`src/rtl/mux_arbiter_rr.sv`:
```
// Round-robin arbiter that owns a shared 4:1 single-bit mux.
// Optional tenure timeout enabled by defining MUX_ARB_TIMEOUT_EN.
module mux_arbiter_rr #(
  parameter int unsigned HOLD_MAX = 8
) (
  input  logic       clk,
  input  logic       reset,
  input  logic [3:0] req,
  input  logic       in0,
  input  logic       in1,
  input  logic       in2,
  input  logic       in3,
  output logic [3:0] grant,
  output logic       address0,
  output logic       address1,
  output logic       out,
  output logic       busy
);

  typedef enum logic {
    IDLE  = 1'b0,
    OWNED = 1'b1
  } state_t;

  state_t     state;
  logic [1:0] ptr;
  logic [1:0] owner;
  logic [3:0] ins;
  logic [2:0] from_ptr;
  logic [2:0] from_next;
  logic       expire;
  logic       release_now;

  if (HOLD_MAX < 2 || HOLD_MAX > 255) begin : g_bad_hold_max
    $error("mux_arbiter_rr: HOLD_MAX must be in 2..255");
  end

  assign ins = {in3, in2, in1, in0};

  // First requester found searching upward from start; {found, index}.
  function automatic logic [2:0] pick(
    input logic [3:0] r,
    input logic [1:0] start
  );
    logic [2:0] res;
    logic [1:0] idx;
    res = 3'b000;
    for (int k = 3; k >= 0; k--) begin
      idx = start + 2'(k);
      if (r[idx]) res = {1'b1, idx};
    end
    return res;
  endfunction

  assign from_ptr    = pick(req, ptr);
  assign from_next   = pick(req, owner + 2'd1);
  assign release_now = (state == OWNED) && (!req[owner] || expire);

`ifdef MUX_ARB_TIMEOUT_EN
  logic [7:0] cnt;
  logic       at_max;
  logic       others;

  assign at_max = (cnt == 8'(HOLD_MAX - 1));
  assign others = |(req & ~(4'b0001 << owner));
  assign expire = at_max && others;

  // Tenure counter: cleared on every new grant, wraps when nobody waits.
  always_ff @(posedge clk or posedge reset) begin
    if (reset) begin
      cnt <= 8'd0;
    end else if (state == IDLE || release_now) begin
      cnt <= 8'd0;
    end else if (at_max) begin
      cnt <= 8'd0;
    end else begin
      cnt <= cnt + 8'd1;
    end
  end
`else
  assign expire = 1'b0;
`endif

  // Ownership FSM: grant, owner and pointer all move together.
  always_ff @(posedge clk or posedge reset) begin
    if (reset) begin
      state <= IDLE;
      ptr   <= 2'd0;
      owner <= 2'd0;
      grant <= 4'b0000;
    end else begin
      unique case (state)
        IDLE: begin
          if (from_ptr[2]) begin
            state <= OWNED;
            owner <= from_ptr[1:0];
            grant <= 4'b0001 << from_ptr[1:0];
            ptr   <= from_ptr[1:0] + 2'd1;
          end
        end
        OWNED: begin
          if (release_now) begin
            if (from_next[2]) begin
              owner <= from_next[1:0];
              grant <= 4'b0001 << from_next[1:0];
              ptr   <= from_next[1:0] + 2'd1;
            end else begin
              state <= IDLE;
              owner <= 2'd0;
              grant <= 4'b0000;
            end
          end
        end
      endcase
    end
  end

  // Owner index doubles as mux select; it is held at 0 while idle.
  assign busy     = (state == OWNED);
  assign address0 = owner[0];
  assign address1 = owner[1];
  assign out      = busy & ins[owner];

endmodule

```
`config.mk`:
```
export PLATFORM = sky130hd
export DESIGN_NAME = mux_arbiter_rr
export DESIGN_NICKNAME = d
export VERILOG_FILES = /design/src/rtl/mux_arbiter_rr.sv
export SDC_FILE = /design/constraint.sdc
export NUM_CORES = 1
export LEC_CHECK = 0
export ABC_AREA = 1
export CAP_MARGIN = 20
export CORE_MARGIN = 2
export CORE_UTILIZATION = 28
export DETAILED_ROUTE_END_ITERATION = 10
export GPL_ROUTABILITY_DRIVEN = 0
export PLACE_DENSITY_LB_ADDON = 0.05
export SETUP_SLACK_MARGIN = 0.05
export SKIP_CTS_REPAIR_TIMING = 1
export SLEW_MARGIN = 20
export SYNTH_ARGS = -nofsm -noshare
export SYNTH_HDL_FRONTEND = slang
export SYNTH_SLANG_ARGS = --single-unit
```
`constraint.sdc`:
```
create_clock -name clk -period 2.01 [get_ports clk]
set_clock_uncertainty 0.2 [all_clocks]
set_input_delay 0.201 -clock clk [delete_from_list [all_inputs] [get_ports clk]]
set_output_delay 0.201 -clock clk [all_outputs]
set_load 0.1 [all_outputs]
```
==> flow_metrics.py <==
metrics = {
    "outcome": {
        "run_status": "finished, final reports clean",
    },
    "worst_setup_path": {
        "worst_ep_required_time_ns": 1.61,
        "cp-start-kind": "register",
        "worstPathMaxFanout": 4,
        "arrival_ns": 1.49,
        "path_class": "register to output pin",
        "cp-end-kind": "output pin",
    },
    "timing": {
        "rsz0062_at_grt": "yes",
        "worst_pin_slew_ns": 0.340,
        "finalSetupViolations": 0,
        "min_period_ns": 1.89,
        "fin_crit_sh": 0.939,
        "finalHoldViolations": 0,
        "max_slew_margin": 0.773,
        "clock.fmax_mhz": 530,
        "maxSlewViolCount": 0,
    },
    "clock_tree": {
        "cts_sinks": 9,
        "clk_latency_ns": 0.25,
        "cts_buffer_depth": 2,
        "cts_tree": "built",
        "cts-htree-levels": 1,
        "clk_pin_slew_ns": 0.06,
        "clockRootBuffer": "clkbuf_4",
        "cts_made_buffers": 3,
    },
    "floorplan": {
        "pin_count": 18,
        "rows": 20,
        "die_y_microns": 61.0,
        "die_area_sq_um": 3720,
        "die_w_microns": 61.0,
        "core_sq_um": 3080,
        "start_util": 0.296,
    },
    "cells_and_area": {
        "layout-drive-gt1-share": 0.412,
        "layout.cells.non_filler": 221,
        "syn2layout_area_growth_pct": 46.4,
        "fill_cells": 339,
        "final_nets": 188,
        "diodes": 0,
    },
    "hold_path": {
        "hold_path.class": "input port to asynchronous set/reset pin",
    },
    "placement": {
        "portBuffers": 17,
        "dp_cells": 213,
        "dpl.hpwl_mm": 1.81,
    },
    "yosys": {
        "yosys_warnings": 0,
        "syn_avg_cell_area_sq_um": 6.10,
        "netlist_area_sq_um": 910,
        "netlist_instances": 149,
        "ys_ff_latch": 9,
        "syn_nets": 159,
        "yosysSeqAreaShare": 0.248,
        "synth_cell_types": 22,
    },
    "route": {
        "drt_iter0_drc": 23,
        "drtAntennaViolNets": 0,
        "routed_wl_mm": 2.30,
        "via_per_inst": 4.43,
        "dr.pass1.iters": 4,
        "drc": 0,
        "num_vias": 979,
        "wire_per_inst_microns": 10.4,
    },
    "global_routing": {
        "grt_pass1_vias": 932,
        "overflow": 0,
        "grt_start_max_net_pins": 11,
        "grt_use_total": 0.137,
        "antenna_found_initial": 0,
        "grt_pass1_wl_mm": 3.84,
    },
    "flow_run": {
        "cap_violations": 0,
    },
}
-- path summary, 6_finish.rpt --
path	start	endpoint	slack [ns]	depth (start not counted)
setup / recovery	owner[0]	out	0.12	6
hold / removal	reset	ptr[1]	0.0004	2
setup reg to reg	owner[0]	ptr[1]	0.15	11
hold reg to reg	grant[2]	grant[2]	0.29	2
max in group asynchronous	reset	owner[1]	1.32	2
min in group clk	grant[2]	grant[2]	0.29	2
-- cell families (layout without fill, tap and decap cells) --
| logic type | Yosys count | count (layout) | synth area share |
|---|---|---|---|
| DFF | 9 | 9 | 0.248 |
| buffers and inverters | 23 | 51 | 0.116 |
| AOI/OAI and AO/OA | 13 | 13 | 0.0922 |
| and+or+nand+nor | 104 | 104 | 0.545 |
-- critical path, stage by stage, from the launching register on --
cell and delay (ns):
dfrtp_4 0.52, buf_4 0.17, nor2_1 0.10, nor2_1 0.04, o21ai_1 0.13, a21oi_4 0.09, buf_12 0.17
-- sequential cells by signal, summed over array words and instances (netlist names) --
register / flops
grant: 4
owner: 2
ptr: 2
busy: 1
-- placed cells by master, fill, tap and decap left out, types with 2 or more instances in the layout --
| cell | count |
|---|---|
| nand2_1 | 51 |
| nand2_2 | 20 |
| nand3_1 | 13 |
| buf_4 | 12 |
| inv_1 | 11 |
| clkdlybuf4s50_1 | 9 |
| inv_2 | 6 |
| nand3_2 | 6 |
| nor2_1 | 5 |
| dfrtp_1 | 5 |
| nand2_4 | 4 |
| o21ai_1 | 4 |
| o21ai_2 | 3 |
| a21oi_1 | 3 |
| clkbuf_4 | 3 |
| buf_12 | 3 |
| inv_4 | 2 |
| dfrtp_2 | 2 |
| dfrtp_4 | 2 |
| buf_6 | 2 |
-- cell type report --
cell class / count / area (sq um) / area share
sequential: 9 / 235 / 0.177
inverter: 21 / 93.8 / 0.0705
timing repair buffer: 26 / 263 / 0.197
multi-input combinational: 117 / 658 / 0.494
clock buffer: 4 / 26.3 / 0.0197
tap: 44 / 55.1 / 0.0414
-- stage by stage --
step                      worst slack (ns)  hold slack, ns   util  TNS [ns]  area, sq um
final                                0.123        0.000384  0.433         0         1330
after global routing                0.0378          0.0480  0.433         0         1330
after CTS                           0.0108         0.00952  0.396         0         1220
after detailed placement           -0.0940           0.282  0.387    -0.200         1190
after global placement             -0.0629           0.281  0.387    -0.133         1190
after floorplan                     0.0206          -0.171      -         0          930
-- layer usage --
layer  up-vias  share of wire  global-route usage
met5         -              0                   0
met4         0         0.0070              0.0652
met3         2          0.022             0.00640
met2         9           0.51               0.229
met1       448           0.46               0.181
li1        520              -                   -
-- cell usage after synthesis (all sizes together) --
| library cell | instances | area share |
|---|---|---|
| nand4 | 1 | 0.0069 |
| clkinv | 1 | 0.0096 |
| nor2 | 5 | 0.021 |
| dfrtp | 9 | 0.25 |
| a21oi | 5 | 0.032 |
| inv | 20 | 0.085 |
| o21ai | 8 | 0.061 |
| nand3 | 20 | 0.13 |
| nand3b | 1 | 0.0083 |
| nor3 | 1 | 0.011 |
| and2 | 1 | 0.0096 |
| nand2 | 75 | 0.36 |
| buf | 2 | 0.021 |
Power is not shown: default switching activity piles up to over one toggle a cycle in this logic, so the estimate is an artifact.
